File: src/rtl/dice_pkg.sv
// Shared definitions for the dice bank.
//   dice_state_t : control state of the bank (IDLE, ROLL, SETTLE, HOLD)
//   dice_sum_w   : width needed to hold the total of n dice of f faces
package dice_pkg;

    typedef enum logic [1:0] {
        IDLE   = 2'd0,
        ROLL   = 2'd1,
        SETTLE = 2'd2,
        HOLD   = 2'd3
    } dice_state_t;

    function automatic int dice_sum_w(input int n, input int f);
        return $clog2(n * f + 1);
    endfunction

endpackage

File: src/rtl/dice_digit.sv
// One die of the odometer chain.
//   clk   : rising-edge clock
//   rst   : synchronous active-high reset, die returns to 0
//   adv   : the bank advances on this edge
//   cin   : carry from the less significant die (tied to adv for die 0)
//   value : current face, 1..FACES (0 only straight after reset)
//   cout  : carry to the next die, asserted when this die wraps FACES -> 1
module dice_digit #(
    parameter  int FACES = 6,
    localparam int W     = $clog2(FACES + 1)
) (
    input  logic         clk,
    input  logic         rst,
    input  logic         adv,
    input  logic         cin,
    output logic [W-1:0] value,
    output logic         cout
);

    logic [W-1:0] value_q;
    logic [W-1:0] value_d;
    logic         at_max;

    assign at_max = (value_q == W'(FACES));
    // A die still at its reset value of 0 absorbs the carry and loads 1.
    assign cout   = adv && cin && at_max;
    assign value  = value_q;

    always_comb begin
        value_d = value_q;
        if (adv) begin
            if (value_q == '0) begin
                value_d = W'(1);
            end else if (cin) begin
                value_d = at_max ? W'(1) : value_q + 1'b1;
            end
        end
    end

    always_ff @(posedge clk) begin
        if (rst) begin
            value_q <= '0;
        end else begin
            value_q <= value_d;
        end
    end

endmodule

File: src/rtl/dice_bank.sv
// Multi-die electronic dice. The dice advance every clock while the button
// is held; after release they advance SETTLE_STEPS more times at doubling
// intervals, then hold and present a registered total with valid.
//   clk    : rising-edge clock
//   rst    : synchronous active-high reset
//   button : roll request, level-sensitive
//   throw  : die k in bits [k*W +: W], die 0 least significant
//   sum    : registered total of all dice, meaningful while valid=1
//   valid  : high while the settled result is held
module dice_bank
    import dice_pkg::*;
#(
    parameter  int N_DICE       = 2,
    parameter  int FACES        = 6,
    parameter  int SETTLE_STEPS = 3,
    localparam int W            = $clog2(FACES + 1),
    localparam int SW           = dice_sum_w(N_DICE, FACES)
) (
    input  logic                clk,
    input  logic                rst,
    input  logic                button,
    output logic [N_DICE*W-1:0] throw,
    output logic [SW-1:0]       sum,
    output logic                valid
);

    // t must reach 2^(SETTLE_STEPS-1)-1; s must reach SETTLE_STEPS.
    localparam int TW  = (SETTLE_STEPS > 1) ? SETTLE_STEPS - 1 : 1;
    localparam int SBW = $clog2(SETTLE_STEPS + 1);

    dice_state_t    state_q, state_d;
    logic [SBW-1:0] s_q, s_d;
    logic [TW-1:0]  t_q, t_d;
    logic           valid_q, valid_d;
    logic [SW-1:0]  sum_q, sum_d;
    logic           sum_ld;
    logic           adv;
    logic [TW-1:0]  t_lim;
    logic           last_step;

    logic [N_DICE:0] carry;
    logic [W-1:0]    val [N_DICE];
    logic [W-1:0]    nxt [N_DICE];
    logic            carry_unused;

    assign carry[0]     = adv;
    assign carry_unused = carry[N_DICE];

    genvar k;
    generate
        for (k = 0; k < N_DICE; k++) begin : g_die
            dice_digit #(.FACES(FACES)) u_digit (
                .clk   (clk),
                .rst   (rst),
                .adv   (adv),
                .cin   (carry[k]),
                .value (val[k]),
                .cout  (carry[k+1])
            );
            assign throw[k*W +: W] = val[k];
        end
    endgenerate

    // Interval before the next settle advance is 2^s edges.
    assign t_lim     = TW'((32'd1 << s_q) - 32'd1);
    assign last_step = (s_q == SBW'(SETTLE_STEPS - 1));

    always_ff @(posedge clk) begin
        if (rst) begin
            state_q <= IDLE;
            s_q     <= '0;
            t_q     <= '0;
            valid_q <= 1'b0;
            sum_q   <= '0;
        end else begin
            state_q <= state_d;
            s_q     <= s_d;
            t_q     <= t_d;
            valid_q <= valid_d;
            if (sum_ld) begin
                sum_q <= sum_d;
            end
        end
    end

    always_comb begin
        state_d = state_q;
        s_d     = s_q;
        t_d     = t_q;
        adv     = 1'b0;
        if (button) begin
            adv     = 1'b1;
            state_d = ROLL;
            s_d     = '0;
            t_d     = '0;
        end else begin
            case (state_q)
                ROLL: begin
                    state_d = SETTLE;
                    s_d     = '0;
                    t_d     = '0;
                end
                SETTLE: begin
                    if (t_q == t_lim) begin
                        adv = 1'b1;
                        t_d = '0;
                        s_d = s_q + 1'b1;
                        if (last_step) begin
                            state_d = HOLD;
                        end
                    end else begin
                        t_d = t_q + 1'b1;
                    end
                end
                default: begin
                    state_d = state_q;
                end
            endcase
        end
    end

    // Post-advance die values, so the total registered on HOLD entry
    // matches the throw presented on the same edge.
    always_comb begin
        for (int i = 0; i < N_DICE; i++) begin
            if (val[i] == '0) begin
                nxt[i] = W'(1);
            end else if (carry[i]) begin
                nxt[i] = (val[i] == W'(FACES)) ? W'(1) : val[i] + 1'b1;
            end else begin
                nxt[i] = val[i];
            end
        end
    end

    always_comb begin
        valid_d = (state_d == HOLD);
        sum_ld  = (state_q != HOLD) && (state_d == HOLD);
        sum_d   = '0;
        for (int i = 0; i < N_DICE; i++) begin
            sum_d = sum_d + SW'(nxt[i]);
        end
    end

    assign valid = valid_q;
    assign sum   = sum_q;

endmodule

File: config.mk
export PLATFORM = sky130hd
export DESIGN_NAME = dice_bank
export DESIGN_NICKNAME = d
export VERILOG_FILES = /design/src/rtl/dice_pkg.sv /design/src/rtl/dice_digit.sv /design/src/rtl/dice_bank.sv
export SDC_FILE = /design/constraint.sdc
export NUM_CORES = 1
export LEC_CHECK = 0
export ABC_CLOCK_PERIOD_IN_PS = 3490
export BUFFER_PORTS_ARGS = -buffer_cell sky130_fd_sc_hd__buf_4
export CAP_MARGIN = 20
export CELL_PAD_IN_SITES_DETAIL_PLACEMENT = 0
export CELL_PAD_IN_SITES_GLOBAL_PLACEMENT = 1
export CORE_MARGIN = 2
export CORE_UTILIZATION = 42
export DETAILED_ROUTE_END_ITERATION = 7
export PLACE_DENSITY_LB_ADDON = 0.1
export RECOVER_POWER = 100
export REMOVE_ABC_BUFFERS = 1
export SYNTH_ARGS = -nofsm -noshare
export SYNTH_HDL_FRONTEND = slang
export SYNTH_SLANG_ARGS = --single-unit
File: constraint.sdc
create_clock -name clk -period 3.49 [get_ports clk]
set_clock_uncertainty 0.05 [all_clocks]
set_input_delay 0 -clock clk [delete_from_list [all_inputs] [get_ports clk]]
set_output_delay 0 -clock clk [all_outputs]
set_load 0.01 [all_outputs]
# Yosys cells after proc, flatten, opt, wreduce, memory -nomap -nowiden

Index checks and enable logic that the tools add are counted.

Flip-flop bits (word level): 17
Output and inout bits: 11
Bits of input ports: 3
Word-level logic and storage cells: 48

Shift-type cells: 1
Equal/unequal tests: 9
$add $sub $neg: 6
Muxes and demuxes: 18
Reductions and logical operators: 7

Operators by type and width:

| cell                | number |
|---|---|
| $mux 3              | 7 |
| $pmux 2 s2          | 3 |
| $mux 2              | 5 |
| $add 3x1->3 const B | 2 |
| $eq 2x2->1 const B  | 3 |
| $eq 3x3->1 const B  | 2 |
| $logic_not 3->1     | 2 |
| $add 2x1->2 const B | 2 |
| $add 3x3->4         | 1 |
| $ne 2x2->1 const B  | 2 |
| $mux 1              | 3 |
| $eq 2x1->1 const B  | 1 |
| $eq 2x2->1          | 1 |
| $logic_and 1x1->1   | 2 |
| $reduce_and 2->1    | 1 |
| $reduce_bool 2->1   | 1 |
| $reduce_or 2->1     | 1 |
| $shl 1x2->2 const A | 1 |
| $sub 2x1->2 const B | 1 |

# Logic depth before layout (Yosys ltp)

Gate-level depths: netlist of the first run.

Depth in word-level cells: 10
Mapped depth: 11
Depth with buffers taken out: 11

# Cells and area by module

Synthesis of the first run repeated with hierarchy kept, for this count alone.

Cell total of the unflattened synthesis: 136
Area, all modules: 1211.2 um^2

By module, submodules not included:

| module     | instances | area each (um^2) | cells each |
|---|---|---|---|
| dice_bank  | 1         | 885.8            | 102 |
| dice_digit | 2         | 162.7            | 17 |

# Worst setup path after synthesis of the first run

Ideal clock, no wire load.

Path kind: reg2reg
Start point: register state_q[0]
End point: register sum_q[3], in the netlist sum[3]
Path slack: 784 ps
Path buffers: 0
Library setup time: 121 ps
Arrival: 2536 ps
Stages on the path, launching flop included: 12
Cells stage by stage: dfxtp_1 -> inv_1 -> ha_1 -> and3b_1 -> mux2_4 -> o21ai_1 -> a21oi_1 -> ha_1 -> a21o_1 -> a21oi_1 -> nor2_1 -> mux2_2

Word-level cells in the longest chain between the ends: 7
Elaborated cells between the ends (all ways): 17
Those cells by class: 1 x add/sub; 4 x eq/ne; 10 x mux; 2 x reduce/logical

RTL lines:

| what                     | line             | RTL |
|---|---|---|
| start: declaration       | dice_bank.sv:31  | `dice_state_t state_q, state_d;` |
| start signal: assignment | dice_bank.sv:76  | `state_q <= state_d;` |
| $eq 2x2->1               | dice_bank.sv:97  | `case (state_q)` |
| $mux 1                   | dice_bank.sv:97  |  |
| $mux 1                   | dice_bank.sv:91  | `if (button) begin` |
| $logic_and 1x1->1        | dice_digit.sv:26 | `assign cout = adv && cin && at_max;` |
| $mux 3                   | --               |  |
| $mux 3                   | dice_bank.sv:126 | `if (val[i] == '0) begin` |
| $add 3x3->4              | dice_bank.sv:141 | `sum_d = sum_d + SW'(nxt[i]);` |
| end signal: assignment   | dice_bank.sv:81  | `sum_q <= sum_d;` |
| end: declaration         | dice_bank.sv:35  | `logic [SW-1:0] sum_q, sum_d;` |

Parallel ways exist; a longest one is shown, timed or not.
A chain may end at the register's enable or synchronous reset.

# Worst setup path in the final report of the first run

Start point: register s_q[1]
End point: register sum_q[3], in the netlist sum[3]

Word-level cells in the longest chain between the ends: 10
Elaborated cells between the ends (all ways): 19
Those cells by class: 2 x add/sub; 3 x eq/ne; 1 x shift; 11 x mux; 2 x reduce/logical

RTL lines:

| what                     | line             | RTL |
|---|---|---|
| start: declaration       | dice_bank.sv:32  | `logic [SBW-1:0] s_q, s_d;` |
| start signal: assignment | dice_bank.sv:71  | `s_q <= '0;` |
| start signal: assignment | dice_bank.sv:77  | `s_q <= s_d;` |
| $shl 1x2->2              | dice_bank.sv:65  | `assign t_lim = TW'((32'd1 << s_q) - 32'd1);` |
| $sub 2x1->2              | dice_bank.sv:65  |  |
| $eq 2x2->1               | dice_bank.sv:104 | `if (t_q == t_lim) begin` |
| $mux 1                   | dice_bank.sv:104 |  |
| $mux 1                   | dice_bank.sv:97  |  |
| $mux 1                   | dice_bank.sv:91  |  |
| $logic_and 1x1->1        | dice_digit.sv:26 |  |
| $mux 3                   | --               |  |
| $mux 3                   | dice_bank.sv:126 |  |
| $add 3x3->4              | dice_bank.sv:141 |  |

Parallel ways exist; a longest one is shown, timed or not.

==> results.toml, run 1 <==
[outcome]
status = "complete, no violations"

[power_and_ir_drop]
vdd_ir_drop_max_v = 0.0001915
power_report.internal_total_mw = 0.2943
comb_power_share_pct = 25.3
powerDensity_nw_per_um2 = 358.8
switching_share_pct = 32.42
power_frac_seq_pct = 49.6
cellLeakagePower_nw = 0.4834
netSwitchingPower_mw = 0.1412
pwr-share-clk_pct = 25.1

[place]
port_buffers = 13
gpl.final_weighted_congestion = 0.7895
pre_cts_slack_ns = 0.5618
hpwl_um = 1698

[timing]
timing.slew.headroom_pct = 65.30
setup_tns_ns = 0
worst_hold_slack_ns = 0.05028
setup_repair_after_global_routing_missed_its_margin = "false"
worst_slew_pin_slew_ns = 0.5168
fmax_mhz = 329.2
final_period_minus_worst_setup_slack_ns = 3.038
layout_worst_path_cycle_share_pct = 87.05
final_hold_violations = 0
drv_slew = 0
final_critical_path_setup_slack_ns = 0.4521
timing.final.setup_violations = 0

[logic_synthesis]
ys_warn_count = 0
synth_top_family_by_area = "simple AND/OR/NAND/NOR gates"
portion_of_netlist_area_occupied_by_mux_cells_pct = 8.023
post_synthesis_instance_total = 125
post_synthesis_cell_type_count = 40
synth_simple_gate_area_share_pct = 21.92
synth_xor_xnor_area_share_pct = 2.260
synth_adder_area_share_pct = 13.11
synth-seq-area-share_pct = 30.73
synth_compound_area_share_pct = 20.23
syn-cell-area_um2 = 1107
yosys_register_bits = 17
post_synth.cell_area_avg_um2 = 8.858

[floorplanning]
ioPinCount = 14
die_area_um2 = 3063
core_area_um2 = 2477
die_span_in_y_um = 55.35
rows = 18
dieWidth_um = 55.35
initial_core_util_pct = 44.70

[setup_path]
worstPathMaxFanout = 10
path_delay_family = "compound AO/OA/AOI/OAI gates"
reg2reg_depth = 11
r2r-end = "sum[3]"
critical_path.reg2reg.startpoint = "s_q[1]"
worst-setup-path-type = "flip-flop to flip-flop"
setup_slack_reg_to_reg_ns = 0.45
worst-path-buf-inv = 1
crit_path_max_incr_delay_ns = 0.43
path_depth = 11
slowest_stage = "xnor2_1"
critPathRequiredTime_ns = 3.63
cp.arrival_ns = 3.18
critPathCaptureType = "flip-flop"
worstSetupStartpointType = "flip-flop"
cp_cell_sequence = "inv_1 > ha_1 > xnor2_1 > mux2_4 > o21ai_1 > a21oi_1 > ha_1 > a21o_1 > a21oi_1 > nor2_1 > mux2_2"

[clock_tree]
cts_made_buffers = 3
clkTransAtPathRegs_ns = 0.11
cts_tree = "built"
max-clock-path-buffers = 2
clock_tree.htree_level_count = 1
numClockSinks = 17
clk_latency_ns = 0.30
clockRootBuffer = "clkbuf_4"
setup_buffers_after_cts = 0

[final_layout]
fin_nets = 155
areaGrowthSynthToFinish_pct = 9.604
insertedDiodeCount = 0
fillCellCount = 261
layout-drive-gt1-share_pct = 7.143
post-route-util_pct = 48.99

[detailed_routing]
finalWirelength_um = 2271
drt-pass1-iter-count = 4
routed_wire_length_per_instance_um = 13.36
post-route-drc-count = 0
highest_layer = "met4"
avgViaCountPerCell = 5.553
met2WireLength_um = 1139
wl_met1_um = 1058
drtIter0Drc = 13
met3RoutedLength_um = 60
antenna_left = 0
vias = 944

[hold_path]
hold_path.class = "input pin to flip-flop"
timing.hold.worst.start = "button"
min_path_cells = 3
hold_end = "t_q[1]"

[grt]
antenna_found_initial = 0
grt_pass1_vias = 859
groute.usage.overall_pct = 15.11
grt_pass1_wl_um = 3732
grt-ovfl-total = 0
grt_max_degree = 20

[job]
cap_violations = 0
[power groups by stage]
stage / sequential (mW) / clock (mW) / combinational [mW]
3_5_place_dp: 0.220 / 0 / 0.119
2_1_floorplan: 0.222 / 0 / 0.0795
3_3_place_gp: 0.220 / 0 / 0.118
5_1_grt: 0.218 / 0.120 / 0.127
6_report: 0.216 / 0.109 / 0.110
4_1_cts: 0.216 / 0.117 / 0.120
[cells in the mapped netlist (all sizes together)]
library cell,number,area [um^2]
a2111oi,1,15.01
a211oi,2,15.01
a21boi,1,7.510
a21o,1,7.510
a21oi,11,58.81
a311oi,1,8.760
a31oi,3,18.77
and3b,3,26.28
clkbuf,3,11.26
dfxtp,17,340.3
fa,1,20.02
ha,10,125.1
inv,8,30.03
mux2,4,48.79
mux2i,4,40.04
nand2,3,11.26
nand2b,8,50.05
nand3,5,25.02
nand3b,2,15.01
nand4b,2,17.52
nor2,7,26.28
nor2b,4,25.02
nor3,4,20.02
nor4,1,6.260
o2111ai,1,8.760
o211a,1,10.01
o21a,1,7.510
o21ai,7,35.03
o21bai,1,7.510
o22ai,1,6.260
o31a,1,8.760
o32ai,1,8.760
or2,1,6.260
or3,1,6.260
or4,1,7.510
xnor2,2,25.03
[registers in the layout, summed over array words and instances, names as in the netlist]
name and cells:
g_die.u_digit.value 6, sum 4, s_q 2, state_q 2, t_q 2, valid 1
[tightest hold or removal path, cell delays in order]
cell and delay (ns):
buf_4 0.15, nor2_1 0.10, o21a_1 0.11
[cell families (layout without fill, tap and decap cells)]
family,count (synthesis),after routing
DFF,17,17
AOI/OAI and AO/OA,34,34
adders and majority gates,11,11
buffers and inverters,11,26
xor gates and xnor gates,2,2
and+or+nand+nor,42,42
muxes,8,8
[cell usage in the layout (no fill, tap or decap), types with 4 or more instances in the layout]
cell type  count
nand3_1        5
nor3_1         4
inv_1          8
ha_1          10
clkbuf_1      11
nor2b_1        4
a21oi_1       10
nor2_1         7
o21ai_0        6
mux2i_1        4
nand2b_1       8
dfxtp_1       17
[how the worst max path moves through the flow]
| stage | slack (ns) | from | endpoint |
|---|---|---|---|
| detailed placement | 0.56 | state_q[0] | sum[3] |
| floorplan | 0.80 | state_q[0] | sum[2] |
| finish | 0.45 | s_q[1] | sum[3] |
| CTS | 0.52 | state_q[0] | sum[3] |
| global route | 0.20 | s_q[1] | sum[3] |
| global placement | 0.55 | state_q[0] | sum[3] |
[timing repair]
item	4_1_cts	5_1_grt
gates resized for setup	0	0
endpoints found under the hold margin	7	0
hold buffers	1	0
[metrics by stage]
stage	area (um^2)	instances	power (mW)
3_5_place_dp	1231	165	0.3388
5_1_grt	1214	170	0.4649
6_report	1214	170	0.4355
2_1_floorplan	1096	122	0.3011
3_3_place_gp	1231	165	0.3381
4_1_cts	1269	170	0.4530
[final cells by class]
class                           count  area (um^2)  share of cell area [%]
Multi-Input combinational cell     97        711.9                   58.66
Sequential cell                    17        340.3                   28.04
Timing Repair Buffer               14        66.31                   5.464
Tap cell                           30        37.54                   3.093
Inverter                            8        30.03                   2.474
Clock buffer                        3        22.52                   1.856
Clock inverter                      1        5.005                  0.4124
[per-layer routing]
layer	GRT usage, %	vias up
met4	4.530	0
met2	26.19	8
met5	0	-
met3	4.450	2
met1	17.89	443
li1	-	491
(Power assumes the default switching activity.)
==> inputs of run 2 (changes only) <==
--- a/config.mk
+++ b/config.mk
@@ -14,7 +14,7 @@
 export CORE_UTILIZATION = 42
 export DETAILED_ROUTE_END_ITERATION = 7
 export PLACE_DENSITY_LB_ADDON = 0.1
-export RECOVER_POWER = 100
+export RECOVER_POWER = 25
 export REMOVE_ABC_BUFFERS = 1
 export SYNTH_ARGS = -nofsm -noshare
 export SYNTH_HDL_FRONTEND = slang
==> results.toml, run 2 (same netlist as run 1, synthesis figures left out) <==
[clock_tree]
cts.hold.buffers_added = 1
clk_latency_ns = 0.30
clock_tree.htree_level_count = 1
setup_buffers_after_cts = 0
cts_made_buffers = 3
numClockSinks = 17
clockRootBuffer = "clkbuf_4"
max-clock-path-buffers = 2
quantity_of_gates_resized_following_cts = 0
cts_tree = "built"
clkTransAtPathRegs_ns = 0.11

[final_layout]
layout.cells.most_common_list = "dfxtp_1 (17), a21oi_1 (10), ha_1 (10)"
areaGrowthSynthToFinish_pct = 12.20
insertedDiodeCount = 0
largest_register_ff_count = 6
fin_nets = 155
layout-drive-gt1-share_pct = 12.14
layout.cells.most_common = "dfxtp_1"
post-route-util_pct = 50.15
post-route-cell-area_um2 = 1242
final_cell_count_no_fill = 170

[place]
placedCellCount = 165
hpwl_um = 1698
port_buffers = 13
placedInstanceArea_um2 = 1231
gpl.final_weighted_congestion = 0.7895

[floorplanning]
core_area_um2 = 2477
die_area_um2 = 3063
rows = 18
initial_core_util_pct = 44.70
ioPinCount = 14
die_span_in_y_um = 55.35
dieWidth_um = 55.35

[setup_path]
worstSetupStartpointType = "flip-flop"
cp_cell_sequence = "inv_1 > ha_1 > and3b_1 > mux2_4 > o21ai_1 > a21oi_1 > ha_1 > a21o_1 > a21oi_1 > nor2_1 > mux2_2"
critPathRequiredTime_ns = 3.63
path_delay_family = "compound AO/OA/AOI/OAI gates"
worstPathMaxFanout = 10
worst-path-buf-inv = 1
worst-setup-path-type = "flip-flop to flip-flop"
cp.arrival_ns = 3.09
setup_slack_reg_to_reg_ns = 0.54
slowest_stage = "dfxtp_1"
critPathCaptureType = "flip-flop"
crit_path_max_incr_delay_ns = 0.43

[detailed_routing]
finalWirelength_um = 2277
drtIter0Drc = 16
antenna_left = 0
avgViaCountPerCell = 5.571
routed_wire_length_per_instance_um = 13.39
drt-pass1-iter-count = 4
vias = 947
post-route-drc-count = 0

[timing]
timing.slew.headroom_pct = 70.82
fmax_mhz = 338.7
final_hold_violations = 0
final_period_minus_worst_setup_slack_ns = 2.952
worst_slew_pin_slew_ns = 0.4255
setup_tns_ns = 0
timing.final.setup_violations = 0
layout_worst_path_cycle_share_pct = 84.59
drv_slew = 0
setup_repair_after_global_routing_missed_its_margin = "false"

[outcome]
status = "complete, no violations"

[grt]
antenna_found_initial = 0
groute.usage.overall_pct = 15.11
grt_max_degree = 20
grt_pass1_wl_um = 3732
grt_pass1_vias = 859
grt-ovfl-total = 0

[hold_path]
hold_path.class = "input pin to flip-flop"

[power_and_ir_drop]
post-layout-total-power_mw = 0.4407
cellLeakagePower_nw = 0.5015
powerDensity_nw_per_um2 = 354.7
vdd_ir_drop_max_v = 0.0001923

[job]
cap_violations = 0
==> run 2: cell count changes in the layout (fill, tap and decap cells not counted), sizes merged <==
| cell | previous run | this run |
|---|---|---|
| buf | 2 | 6 |
| clkbuf | 14 | 10 |
==> run 2: report_power, final <==
group          leakage [nW]  internal, mW  total, mW  switching (mW)
clock network        0.0177        0.0427      0.110          0.0674
logic                 0.345        0.0515      0.115          0.0630
registers             0.138         0.203      0.216          0.0127
==> run 2: layout make-up <==
type	instances	area, um^2
clock buffer	3	22.52
clock inverter	1	5.005
fill	251	1235
inverter	8	30.03
multi-input combinational	97	725.7
sequential	17	340.3
tap	30	37.54
timing repair buffer	14	81.33
==> run 2: stage by stage <==
step | hold slack, ns | setup WS [ns]
floorplan | 0.01886 | 0.7953
global placement | 0.2682 | 0.5541
detailed placement | 0.2728 | 0.5618
CTS | 0.02564 | 0.5189
global route | 0.06821 | 0.3399
finish | 0.03685 | 0.5379
==> run 2: layer usage <==
metal | routed length, um | up-vias | track usage, %
li1 | - | 490 | -
met4 | 12 | 0 | 4.530
met2 | 1112 | 10 | 26.19
met5 | 0 | - | 0
met3 | 65 | 2 | 4.450
met1 | 1087 | 445 | 17.89
==> run 2: path summary, 6_finish.rpt <==
path              start     end  depth (start not counted)
max          state_q[0]  sum[3]                         11
max reg2reg  state_q[0]  sum[3]                         11
min              button   valid                          3
min reg2reg      sum[0]  sum[0]                          2
==> run 2: worst min-delay path, cell delays in order <==
cell	delay [ns]
buf_4	0.15
or2_1	0.15
nor4_1	0.05
==> inputs of run 3 (changes only) <==
--- a/config.mk
+++ b/config.mk
@@ -5,13 +5,13 @@
 export SDC_FILE = /design/constraint.sdc
 export NUM_CORES = 1
 export LEC_CHECK = 0
-export ABC_CLOCK_PERIOD_IN_PS = 3490
+export ABC_CLOCK_PERIOD_IN_PS = 2700
 export BUFFER_PORTS_ARGS = -buffer_cell sky130_fd_sc_hd__buf_4
 export CAP_MARGIN = 20
 export CELL_PAD_IN_SITES_DETAIL_PLACEMENT = 0
 export CELL_PAD_IN_SITES_GLOBAL_PLACEMENT = 1
 export CORE_MARGIN = 2
-export CORE_UTILIZATION = 42
+export CORE_UTILIZATION = 38
 export DETAILED_ROUTE_END_ITERATION = 7
 export PLACE_DENSITY_LB_ADDON = 0.1
 export RECOVER_POWER = 25
==> constraint.sdc (replaced) <==
create_clock -name clk -period 2.7 [get_ports clk]
set_clock_uncertainty 0.05 [all_clocks]
set_input_delay 0 -clock clk [delete_from_list [all_inputs] [get_ports clk]]
set_output_delay 0 -clock clk [all_outputs]
set_load 0.01 [all_outputs]
==> results.toml, run 3 (same netlist as run 1, synthesis figures left out) <==
[setup_path]
critPathRequiredTime_ns = 2.85
cp.arrival_ns = 2.73
critPathCaptureType = "flip-flop"
worst-setup-path-type = "flip-flop to flip-flop"
r2r-end = "sum[2]"
worstPathMaxFanout = 5
setup_slack_reg_to_reg_ns = 0.12
reg2reg_depth = 10
worstSetupStartpointType = "flip-flop"
critical_path.reg2reg.startpoint = "s_q[1]"

[final_layout]
layout.cells.most_common_list = "buf_4 (17), dfxtp_1 (14), a21oi_1 (8), nand2b_1 (8)"
fin_nets = 169
layout.cells.most_common = "buf_4"
areaGrowthSynthToFinish_pct = 32.88
layout-drive-gt1-share_pct = 31.17
post-route-util_pct = 53.36
insertedDiodeCount = 0
largest_register_ff_count = 6

[detailed_routing]
drtIter0Drc = 29
routed_wire_length_per_instance_um = 13.79
drt-pass1-iter-count = 4
finalWirelength_um = 2551
antenna_left = 0
vias = 1000
avgViaCountPerCell = 5.405
post-route-drc-count = 0

[power_and_ir_drop]
power_frac_seq_pct = 45.9
cellLeakagePower_nw = 0.5813
switching_share_pct = 32.97
vdd_ir_drop_max_v = 0.0004343
pwr-share-clk_pct = 22.6
netSwitchingPower_mw = 0.2007
powerDensity_nw_per_um2 = 413.8
post-layout-total-power_mw = 0.6089
power_report.internal_total_mw = 0.4082
comb_power_share_pct = 31.5

[floorplanning]
initial_core_util_pct = 40.15
dieWidth_um = 57.98
die_span_in_y_um = 57.98
core_area_um2 = 2758
die_area_um2 = 3362
ioPinCount = 14
rows = 19

[hold_path]
timing.hold.worst.start = "button"
min_path_cells = 3
hold_end = "state_q[1]"
hold_path.class = "input pin to flip-flop"

[clock_tree]
clock_tree.htree_level_count = 1
numClockSinks = 17
clkTransAtPathRegs_ns = 0.10
max-clock-path-buffers = 2
cts_made_buffers = 3
clk_latency_ns = 0.29
cts_tree = "built"
clockRootBuffer = "clkbuf_4"

[grt]
grt_pass1_wl_um = 4029
groute.usage.overall_pct = 15.50
antenna_found_initial = 0
grt_max_degree = 20
grt_pass1_vias = 886
grt-ovfl-total = 0

[timing]
timing.final.setup_violations = 0
setup_repair_after_global_routing_missed_its_margin = "false"
layout_worst_path_cycle_share_pct = 95.72
timing.slew.headroom_pct = 64.91
fmax_mhz = 386.9
final_hold_violations = 0
final_period_minus_worst_setup_slack_ns = 2.584
drv_slew = 0
worst_slew_pin_slew_ns = 0.5223

[place]
hpwl_um = 1808
port_buffers = 13
gpl.final_weighted_congestion = 0.8612

[outcome]
status = "complete, no violations"

[job]
cap_violations = 0
## run 3: cell types whose count changed in the layout (fill, tap and decap cells not counted), moves of 2 or more
cell | previous run | this run
a21oi_1 | 10 | 8
ha_4 | 0 | 3
dfxtp_2 | 0 | 2
inv_1 | 8 | 6
a21oi_2 | 1 | 3
inv_2 | 0 | 2
buf_6 | 0 | 2
buf_4 | 6 | 17
ha_1 | 10 | 6
dfxtp_1 | 17 | 14
## run 3: worst max-delay path by stage
stage	start	endpoint	cells past startpoint	slack, ns
after global placement	s_q[0]	sum[2]	11	0.07
after detailed placement	s_q[0]	sum[3]	11	-0.005
after global routing	state_q[0]	sum[2]	11	0.01
final	s_q[1]	sum[2]	10	0.12
after CTS	s_q[0]	sum[2]	11	0.0007
after floorplan	state_q[0]	sum[2]	10	0.005
## run 3: layout make-up
cell class | count | area [um^2]
clock buffers | 3 | 22.52
clock inverters | 1 | 5.005
inverters | 8 | 30.03
well taps | 31 | 38.79
fillers | 263 | 1286
repair buffers | 27 | 186.4
flip-flops and latches | 17 | 346.6
multi-input cells | 98 | 842.1
## run 3: per-stage QoR
step           cells  hold WS, ns  cell area, um^2    TNS, ns  setup WS, ns
2_1_floorplan    122      0.01886             1096          0      0.005251
3_3_place_gp     176       0.2716             1308          0       0.06707
3_5_place_dp     176       0.2711             1308  -0.005223     -0.005223
4_1_cts          181      0.04275             1351          0     0.0006606
5_1_grt          185      0.07354             1471          0       0.01197
6_report         185      0.06952             1471          0        0.1157
## run 3: what timing repair did
action	CTS	global route
gates resized for setup	1	26
endpoints found under the setup margin	2	3
cloned	0	1
hold buffers	1	0
pin swaps	0	8
buffers inserted	0	3
endpoints found under the hold margin	7	0
## run 3: critical path, cell delays in order, from the launching register on
cell and delay (ns):
dfxtp_2 0.35, inv_2 0.06, ha_4 0.17, xnor2_4 0.23, mux2_4 0.37, o31a_1 0.29, ha_2 0.19, fa_2 0.33
xnor2_1 0.14, nor2_1 0.05, mux2_2 0.26
## run 3: power groups by stage
| stage | Sequential, mW | Clock, mW | Combinational (mW) |
|---|---|---|---|
| after CTS | 0.279 | 0.146 | 0.169 |
| after global placement | 0.284 | 0 | 0.168 |
| final | 0.280 | 0.138 | 0.192 |
| after floorplan | 0.286 | 0 | 0.103 |
| after global routing | 0.282 | 0.153 | 0.213 |
| after detailed placement | 0.284 | 0 | 0.166 |
## run 3: routing by layer
metal	wire, um	part of all wire [%]	GRT usage, %
met5	0	0	0
met4	14	0.55	2.990
met3	87	3.4	4.911
met2	1157	45	23.38
met1	1291	51	21.91
